$ cat src/rtl/uart_tx.sv
`default_nettype none
// ============================================================================
// Module      : uart_tx
// Description : UART serial transmitter with a one-byte holding register.
//               Each byte goes out LSB-first as: start bit, NB_DATA data bits,
//               an optional even-parity bit, then NB_STOP stop bits.
//               Bit timing comes from the shared 16x oversampling tick.
//               Optional feature macro: UART_TX_PARITY_EN (adds even parity).
// Revision    : 1.0 - initial release
// ============================================================================
module uart_tx #(
    parameter int NB_DATA = 8,
    parameter int NB_STOP = 1,
    parameter int SB_TICK = 16
) (
    input  logic               i_clk,
    input  logic               i_reset,
    input  logic               i_s_tick,
    input  logic               i_tx_start,
    input  logic [NB_DATA-1:0] i_din,
    output logic               o_tx,
    output logic               o_tx_ready,
    output logic               o_tx_busy,
    output logic               o_tx_done_tick
);

    localparam int c_TICK_W = (SB_TICK > 1) ? $clog2(SB_TICK) : 1;
    localparam int c_STOP_W = (NB_STOP > 1) ? $clog2(NB_STOP) : 1;

    localparam logic [c_TICK_W-1:0] c_TICK_LAST = c_TICK_W'(SB_TICK - 1);
    localparam logic [2:0]          c_BIT_LAST  = 3'(NB_DATA - 1);
    localparam logic [c_STOP_W-1:0] c_STOP_LAST = c_STOP_W'(NB_STOP - 1);

    // Line states; encodings outside this set fall back to IDLE.
    typedef enum logic [2:0] {
        S_IDLE   = 3'd0,
        S_START  = 3'd1,
        S_DATA   = 3'd2,
        S_STOP   = 3'd3
`ifdef UART_TX_PARITY_EN
        , S_PARITY = 3'd4
`endif
    } state_t;

    // ------------------------------------------------------------------------
    // Registers
    // ------------------------------------------------------------------------
    state_t              r_state;
    logic [c_TICK_W-1:0] r_tick_cnt;
    logic [2:0]          r_bit_cnt;
    logic [c_STOP_W-1:0] r_stop_cnt;
    logic [NB_DATA-1:0]  r_shreg;
    logic                r_tx;
    logic                r_done;
    logic [NB_DATA-1:0]  r_hold_data;
    logic                r_hold_valid;
`ifdef UART_TX_PARITY_EN
    // The shift register is consumed during DATA, so parity is taken from a
    // copy of the byte captured when it is loaded.
    logic [NB_DATA-1:0]  r_par_byte;
`endif

    // ------------------------------------------------------------------------
    // Next-state wires
    // ------------------------------------------------------------------------
    state_t              w_state_next;
    logic [c_TICK_W-1:0] w_tick_next;
    logic [2:0]          w_bit_next;
    logic [c_STOP_W-1:0] w_stop_next;
    logic [NB_DATA-1:0]  w_shreg_next;
    logic                w_tx_next;
    logic                w_done_next;
    logic                w_load;
    logic                w_accept;
`ifdef UART_TX_PARITY_EN
    logic [NB_DATA-1:0]  w_par_next;
`endif

    // A write is only taken while the holding register is empty.
    assign w_accept = i_tx_start & ~r_hold_valid;

    // Holding register: a transfer to the shifter takes priority over a write.
    always_ff @(posedge i_clk) begin
        if (i_reset) begin
            r_hold_valid <= 1'b0;
            r_hold_data  <= '0;
        end else if (w_load) begin
            r_hold_valid <= 1'b0;
        end else if (w_accept) begin
            r_hold_valid <= 1'b1;
            r_hold_data  <= i_din;
        end
    end

    // Frame sequencer: next state, counters, shifter and line level.
    always_comb begin
        w_state_next = r_state;
        w_tick_next  = r_tick_cnt;
        w_bit_next   = r_bit_cnt;
        w_stop_next  = r_stop_cnt;
        w_shreg_next = r_shreg;
        w_done_next  = 1'b0;
        w_load       = 1'b0;
        w_tx_next    = 1'b1;

        case (r_state)
            S_IDLE: begin
                if (r_hold_valid) begin
                    w_load       = 1'b1;
                    w_tick_next  = '0;
                    w_state_next = S_START;
                end
            end

            S_START: begin
                if (i_s_tick) begin
                    if (r_tick_cnt == c_TICK_LAST) begin
                        w_tick_next  = '0;
                        w_bit_next   = '0;
                        w_state_next = S_DATA;
                    end else begin
                        w_tick_next = r_tick_cnt + 1'b1;
                    end
                end
            end

            S_DATA: begin
                if (i_s_tick) begin
                    if (r_tick_cnt == c_TICK_LAST) begin
                        w_tick_next  = '0;
                        w_shreg_next = r_shreg >> 1;
                        if (r_bit_cnt == c_BIT_LAST) begin
                            w_stop_next  = '0;
`ifdef UART_TX_PARITY_EN
                            w_state_next = S_PARITY;
`else
                            w_state_next = S_STOP;
`endif
                        end else begin
                            w_bit_next = r_bit_cnt + 1'b1;
                        end
                    end else begin
                        w_tick_next = r_tick_cnt + 1'b1;
                    end
                end
            end

`ifdef UART_TX_PARITY_EN
            S_PARITY: begin
                if (i_s_tick) begin
                    if (r_tick_cnt == c_TICK_LAST) begin
                        w_tick_next  = '0;
                        w_state_next = S_STOP;
                    end else begin
                        w_tick_next = r_tick_cnt + 1'b1;
                    end
                end
            end
`endif

            S_STOP: begin
                if (i_s_tick) begin
                    if (r_tick_cnt == c_TICK_LAST) begin
                        w_tick_next = '0;
                        if (r_stop_cnt == c_STOP_LAST) begin
                            w_done_next = 1'b1;
                            // A waiting byte starts immediately, so frames
                            // run back-to-back with no idle gap.
                            if (r_hold_valid) begin
                                w_load       = 1'b1;
                                w_state_next = S_START;
                            end else begin
                                w_state_next = S_IDLE;
                            end
                        end else begin
                            w_stop_next = r_stop_cnt + 1'b1;
                        end
                    end else begin
                        w_tick_next = r_tick_cnt + 1'b1;
                    end
                end
            end

            default: begin
                w_state_next = S_IDLE;
                w_tick_next  = '0;
                w_bit_next   = '0;
                w_stop_next  = '0;
            end
        endcase

        if (w_load) begin
            w_shreg_next = r_hold_data;
        end

`ifdef UART_TX_PARITY_EN
        w_par_next = w_load ? r_hold_data : r_par_byte;
`endif

        // The line level follows the state being entered so that o_tx and
        // the state register change on the same edge.
        case (w_state_next)
            S_IDLE:   w_tx_next = 1'b1;
            S_START:  w_tx_next = 1'b0;
            S_DATA:   w_tx_next = w_shreg_next[0];
`ifdef UART_TX_PARITY_EN
            S_PARITY: w_tx_next = ^w_par_next;
`endif
            S_STOP:   w_tx_next = 1'b1;
            default:  w_tx_next = 1'b1;
        endcase
    end

    // State, counters, shifter and registered line output.
    always_ff @(posedge i_clk) begin
        if (i_reset) begin
            r_state    <= S_IDLE;
            r_tick_cnt <= '0;
            r_bit_cnt  <= '0;
            r_stop_cnt <= '0;
            r_shreg    <= '0;
            r_tx       <= 1'b1;
            r_done     <= 1'b0;
        end else begin
            r_state    <= w_state_next;
            r_tick_cnt <= w_tick_next;
            r_bit_cnt  <= w_bit_next;
            r_stop_cnt <= w_stop_next;
            r_shreg    <= w_shreg_next;
            r_tx       <= w_tx_next;
            r_done     <= w_done_next;
        end
    end

`ifdef UART_TX_PARITY_EN
    // Byte copy used only for the parity bit.
    always_ff @(posedge i_clk) begin
        if (i_reset) begin
            r_par_byte <= '0;
        end else begin
            r_par_byte <= w_par_next;
        end
    end
`endif

    assign o_tx           = r_tx;
    assign o_tx_ready     = ~r_hold_valid;
    assign o_tx_busy      = (r_state != S_IDLE);
    assign o_tx_done_tick = r_done;

endmodule
`default_nettype wire

$ cat config.mk
export PLATFORM = sky130hd
export DESIGN_NAME = uart_tx
export DESIGN_NICKNAME = d
export VERILOG_FILES = /design/src/rtl/uart_tx.sv
export SDC_FILE = /design/constraint.sdc
export NUM_CORES = 1
export LEC_CHECK = 0
export ABC_AREA = 1
export BUFFER_PORTS_ARGS = -buffer_cell sky130_fd_sc_hd__buf_2
export CAP_MARGIN = 20
export CORE_MARGIN = 10
export CORE_UTILIZATION = 30
export DETAILED_ROUTE_END_ITERATION = 10
export PLACE_DENSITY = 0.53
export SETUP_SLACK_MARGIN = 0.3
export SLEW_MARGIN = 20
export SYNTH_ARGS = -nofsm -noshare
export SYNTH_HDL_FRONTEND = slang
export SYNTH_SLANG_ARGS = --single-unit
export TNS_END_PERCENT = 1
$ cat constraint.sdc
create_clock -name i_clk -period 1.6 [get_ports i_clk]
set_input_delay 0.16 -clock i_clk [delete_from_list [all_inputs] [get_ports i_clk]]
set_output_delay 0.16 -clock i_clk [all_outputs]
set_load 0.02 [all_outputs]
After elaboration in Yosys (flattened, before gate mapping)
Index checks and enable logic that the tools add are counted.
{"block": "totals", "reg_bits": 30, "out_inout_bits": 4}
{"block": "op_classes", "n_addsub": 3, "eq_ne": 17, "mux": 39, "n_bitwise": 8, "reduce_logical": 15}
{"cell": "$mux 3", "n": 14}
{"cell": "$mux 8", "n": 4}
{"cell": "$ne 2x2->1 const B", "n": 9}
{"cell": "$mux 1", "n": 12}
{"cell": "$mux 4", "n": 3}
{"cell": "$pmux 3 s4", "n": 1}
{"cell": "$reduce_and 6->1", "n": 2}
{"cell": "$eq 3x2->1 const B", "n": 3}
{"cell": "$pmux 3 s3", "n": 1}
{"cell": "$pmux 4 s2", "n": 1}
{"cell": "$not 1->1", "n": 7}
{"cell": "$eq 3x1->1 const B", "n": 2}
{"cell": "$reduce_bool 2->1", "n": 3}
{"cell": "$reduce_or 2->1", "n": 3}
{"cell": "$add 4x1->4 const B", "n": 1}
{"cell": "$eq 4x4->1 const B", "n": 1}
{"cell": "$pmux 1 s2", "n": 2}
{"cell": "$reduce_and 2->1", "n": 2}
{"cell": "$reduce_or 4->1", "n": 1}
{"cell": "$add 3x1->3 const B", "n": 1}
{"cell": "$eq 3x3->1 const B", "n": 1}
{"cell": "$logic_not 3->1", "n": 1}
{"cell": "$pmux 1 s3", "n": 1}
{"cell": "$reduce_and 3->1", "n": 1}
{"cell": "5 further kinds", "n": 5}

Logic depth before layout (Yosys ltp)
{"block": "logic_depth", "word_depth": 7, "ltp_mapped": 10}

Worst setup path after synthesis
OpenSTA, ideal clock, no wires.
{"block": "synth_timing", "path_type": "reg2reg", "start": "reg r_tick_cnt[0]", "end": "reg r_tx, in the netlist o_tx", "setup_time_ns": 0.113, "t_arrival_ns": 1.280, "required_ns": 1.487, "path_slack_ns": 0.207, "path_stages_with_launch": 11, "synth_period_minus_slack_ns": 1.393, "path_cell_list": "dfxtp_1 -> ha_1 -> nand3_2 -> nor2_4 -> nand2_1 -> nand2_1 -> nand2_2 -> nand2_1 -> nand3_1 -> nand2_1 -> nand2_1"}
{"block": "synth_via", "elab_chain_cells": 6, "elab_cells_between_ends": 18}
{"item": "from (decl)", "line_no": "49", "rtl": "logic [c_TICK_W-1:0] r_tick_cnt;"}
{"item": "from (signal assigned)", "line_no": "226", "rtl": "r_tick_cnt <= w_tick_next;"}
{"item": "$eq 4x4->1 (*)", "line_no": "117, 129, 163"}
{"item": "$mux 3, or another cell as far along", "line_no": "163", "rtl": "if (r_tick_cnt == c_TICK_LAST) begin"}
{"item": "$mux 3, or another cell as far along", "line_no": "162", "rtl": "if (i_s_tick) begin"}
{"item": "$pmux 3 s4, or another cell as far along", "line_no": "106", "rtl": "case (r_state)"}
{"item": "$eq 3x2->1, or another cell as far along", "line_no": "202", "rtl": "case (w_state_next)"}
{"item": "$pmux 1 s2 (*)", "line_no": "202"}
{"item": "to (signal assigned)", "line_no": "230", "rtl": "r_tx <= w_tx_next;"}
{"item": "to (decl)", "line_no": "53", "rtl": "logic r_tx;"}
Every way passes the cells marked *; elsewhere a longest branch is shown, timed or not. The select of a mux whose other input is x is not followed.
A chain may end at the register's enable or synchronous reset.

Worst setup path in the final report
Ends and elaborated chain as after synthesis.

==> out/results.md <==
| Step | Quantity | Value |
|:---|:---|:---|
| pwr | Sw frac | 0.2692 |
| worst setup path | Required time at the endpoint of the critical path | 1.78 ns |
| logic synthesis | Count of flip-flops with a built-in enable after synthesis | 0 |
| timing | Peak clock frequency supported by timing | 0.7135 GHz |
| worst setup path | Reg-to-reg critical path startpoint | r_tick_cnt[0]$_SDFFE_PP0P_ |
| worst hold path | Min-delay src | i_din[2] |
| route | Detailed-route via count | 1203 |
| floorplanning | I/O pins | 16 |
| worst hold path | Hold Path End | r_hold_data[2]$_SDFFE_PP0P_ |
| clock tree | Number of sinks on the clock net | 29 |
| grt | Global-route wire length before repair | 5.313 mm |
| timing | Share of the clock period used by the worst path | 0.8760 |
| logic synthesis | Primary FF master, synth | sky130_fd_sc_hd__dfxtp_1 |
| floorplanning | Initial Util | 0.3064 |
| grt | Number of global-route vias before repair | 1130 |
| route | Count of nets left with antenna violations after detail routing | 0 |
| cells and area | Total of fill cells in the finished design | 479 |
| route | DRT met1 WL | 1.641 mm |
| worst setup path | Critical path capture point type | flop |
| clock tree | CTS buffer count | 5 |
| route | TritonRoute pass-1 iters | 4 |
| grt | Tot GR Track Use | 0.08815 |
| worst setup path | Critical path startpoint category | flop |
| floorplanning | Total core area | 4324 um2 |
| cells and area | Number of diodes | 0 |
| cells and area | Area used by multi-input combinational logic | 721.9 um2 |
| clock tree | Root buf cell | sky130_fd_sc_hd__clkbuf_8 |
| outcome | Run status | finished, final reports clean |
| pwr | Net switching power | 0.4148 mW |
| clock tree | Largest buffer count on any clock path | 2 |
| route | Number of DRC markers after the initial detailed-route iteration | 102 |
| pwr | Portion of total power attributed to the clock network | 0.378 |
| cells and area | Share of final-layout standard cells stronger than drive strength 1 | 0.2477 |
| timing | Final setup violation count | 0 |
| floorplanning | Die Ht | 86.46 um |
| logic synthesis | Leading area contributor after synthesis | sky130_fd_sc_hd__dfxtp_1 |
| place | Detailed-placement wirelength estimate | 2.233 mm |
| route | Wire length per cell after detailed routing | 11.64 um |
| worst setup path | Worst-path fanout max | 8 |
| logic synthesis | Yosys top cell area share | 0.4381 |
| clock tree | Clock tree from TritonCTS | built |
| logic synthesis | Synth async-reset ratio | 0 |
| floorplanning | Die Width | 86.46 um |
| route | Highest routed layer | met4 |
| worst setup path | Signal arrival time at the worst endpoint | 1.58 ns |
| cells and area | Area added between synthesis and finish | 23.89% |
| worst hold path | Instance count along the most critical hold path | 3 |
| timing | Setup Total Neg Slack | 0 ns |
| cells and area | Leading cell types in the layout, fill and taps excluded | sky130_fd_sc_hd__nor2_1 (35), sky130_fd_sc_hd__nand2_1 (27), sky130_fd_sc_hd__dfxtp_1 (26) |
| route | Detailed Route WL | 3.097 mm |
| floorplanning | Die area | 7475 um2 |
| timing | Hold violation count in the final report | 0 |
| clock tree | Skew-Pair Late Insertion Delay | 0.28 ns |
| grt | Maximum number of pins on one net before global-route repair | 15 |
| cells and area | FF/Latch Area | 584.3 um2 |
| logic synthesis | Sequential cell area fraction in the yosys report | 0.4381 |
| cells and area | Number of nets in the layout | 228 |
| pwr | Combinational share of power | 0.110 |
| floorplanning | Site row count | 24 |
| logic synthesis | Combined area of all synthesized cells | 1325 um2 |
| place | PortBufs | 15 |
| job | Max-cap violations | 0 |
| logic synthesis | Warning count from the yosys run | 0 |
| timing | Final period demand of the worst path | 1.402 ns |
| worst setup path | Depth of the worst register-to-register path | 10 |
| grt | Sum of overflow across all layers after global routing | 0 |
| timing | Hold Worst Slack | 0.1188 ns |
| pwr | Pwr/cell area | 938.5 nW/um2 |
| worst hold path | Worst hold path class | primary input to flop |
| pwr | Leak | 0.6909 nW |
| clock tree | H-tree levels | 2 |
| cells and area | Number of standard cells in the layout, taps in and fillers out | 266 |
| logic synthesis | Number of register bits inferred by synthesis | 29 |
| cells and area | Most common cell after layout, fill and taps aside | sky130_fd_sc_hd__nor2_1 |
| place | Routability Congestion | 0.8315 |
| pwr | Internal Power | 1.126 mW |
| worst setup path | Setup slack, reg-to-reg | 0.20 ns |
| logic synthesis | Cells after synthesis | 185 |
| route | DRC violations left | 0 |
| timing | Setup repair after global routing missed its margin | true |
| route | Routed met3 length | 102 um |
| grt | Number of antenna violations at the first check in global routing | 0 |
| route | Vias per cell | 4.523 |
| pwr | Sequential group share of total power | 0.512 |
| timing | Clock skew | 0.002674 ns |
| logic synthesis | Library cells used by synthesis | 22 |
| logic synthesis | Syn avg cell area | 7.162 um2 |
| clock tree | Number of buffers added to fix hold violations after cts | 0 |
| timing | Final number of max-transition violations | 0 |
| pwr | Worst vdd ir | 0.4065 mV |
| worst setup path | Endpoint of the most critical register-to-register path | o_tx$_SDFF_PP1_ |
| route | Sum of met2 wire segment lengths after detailed routing | 1.271 mm |
| pwr | Power, Total | 1.541 mW |
| clock tree | Clock-pin transition on the worst setup and hold timing paths | 0.06 ns |
| worst setup path | Setup CP Type | flop to flop |
| logic synthesis | Number of nets produced by synthesis | 200 |
| place | Instance count after placement with tap cells included | 253 |
| logic synthesis | Cell types with the largest area share after synthesis | sky130_fd_sc_hd__dfxtp_1 (44%), sky130_fd_sc_hd__nor2_1 (10%), sky130_fd_sc_hd__nand2_1 (8.8%), sky130_fd_sc_hd__nand3_1 (7.2%), sky130_fd_sc_hd__a21oi_1 (6.0%) |
[power by group through the flow]
stage | sequential, mW | clock, mW | combinational, mW
floorplan | 0.799 | 0 | 0.109
global placement | 0.804 | 0 | 0.165
detailed placement | 0.804 | 0 | 0.164
CTS | 0.788 | 0.601 | 0.171
global route | 0.793 | 0.628 | 0.195
finish | 0.789 | 0.582 | 0.170
[critical path, cell delays in order, from the launching register on]
cell and delay [ns]:
sky130_fd_sc_hd__dfxtp_2 0.35, sky130_fd_sc_hd__ha_4 0.16, sky130_fd_sc_hd__nand3_2 0.11, sky130_fd_sc_hd__nor2_4 0.17, sky130_fd_sc_hd__nand2_2 0.14, sky130_fd_sc_hd__nand2_1 0.10, sky130_fd_sc_hd__nand2_1 0.06, sky130_fd_sc_hd__nand2_2 0.06
sky130_fd_sc_hd__nand3_1 0.06, sky130_fd_sc_hd__nand2_1 0.06, sky130_fd_sc_hd__nand2_1 0.04
[per-stage QoR]
stage / worst slack [ns] / instance area [um2] / utilization
finish: 0.1984 / 1642 / 0.3796
global route: 0.07000 / 1642 / 0.3796
CTS: 0.2188 / 1635 / 0.3782
detailed placement: 0.1506 / 1495 / 0.3458
global placement: 0.1231 / 1495 / 0.3458
floorplan: 0.3078 / 1340 / -
[what timing repair did]
item	CTS	global route
setup endpoints to repair	15	19
hold endpoints to repair	0	0
pin swaps	1	2
buffers inserted	5	0
gates resized for setup	6	3
[cell families after synthesis]
group,synth area share
buffers and inverters,0.04533
AND/OR/NAND/NOR,0.3267
adder cells (fa/ha/maj),0.02833
flip-flops,0.4382
other,0.002830
AO/OA/AOI/OAI,0.1586
[area by class of cell]
type,count,area share
Sequential cell,29,0.3559
Clock buffer,6,0.04421
Inverter,14,0.03201
Timing Repair Buffer,23,0.08232
Tap cell,52,0.03963
Multi-Input combinational cell,140,0.4398
Clock inverter,2,0.006098
[registers in the layout, indices dropped and copies added, names as in the netlist]
| register | flops |
|---|---|
| r_shreg | 8 |
| o_tx_done_tick | 1 |
| r_bit_cnt | 3 |
| r_hold_valid | 1 |
| o_tx | 1 |
| r_hold_data | 8 |
| r_state | 3 |
| r_tick_cnt | 4 |
[per-layer routing]
metal | track usage | vias to the layer above
met5 | 0 | -
met4 | 0.05302 | 0
met3 | 0.02908 | 7
met2 | 0.1248 | 14
met1 | 0.1126 | 516
li1 | - | 666
[synthesized netlist by cell type (3+ instances only)]
cell type                  number
sky130_fd_sc_hd__inv_2          3
sky130_fd_sc_hd__a21oi_1       16
sky130_fd_sc_hd__inv_1         11
sky130_fd_sc_hd__o21ai_0       12
sky130_fd_sc_hd__nor2_2         3
sky130_fd_sc_hd__dfxtp_1       29
sky130_fd_sc_hd__nand3_1       19
sky130_fd_sc_hd__nor2_1        37
sky130_fd_sc_hd__nand2_1       31
sky130_fd_sc_hd__a21boi_0       6
sky130_fd_sc_hd__nand2_2        3
sky130_fd_sc_hd__ha_1           3
[how the worst max path moves through the flow]
stage | start | to | slack, ns | cells past startpoint
floorplan | r_tick_cnt[1]$_SDFFE_PP0P_ | o_tx$_SDFF_PP1_ | 0.31 | 10
global placement | r_tick_cnt[0]$_SDFFE_PP0P_ | o_tx$_SDFF_PP1_ | 0.12 | 10
detailed placement | r_tick_cnt[0]$_SDFFE_PP0P_ | o_tx$_SDFF_PP1_ | 0.15 | 10
CTS | r_tick_cnt[1]$_SDFFE_PP0P_ | o_tx$_SDFF_PP1_ | 0.22 | 10
global route | r_tick_cnt[0]$_SDFFE_PP0P_ | r_shreg[3]$_SDFFE_PP0P_ | 0.07 | 7
finish | r_tick_cnt[0]$_SDFFE_PP0P_ | o_tx$_SDFF_PP1_ | 0.20 | 10
Note: power is estimated with default switching activity, not from simulation.
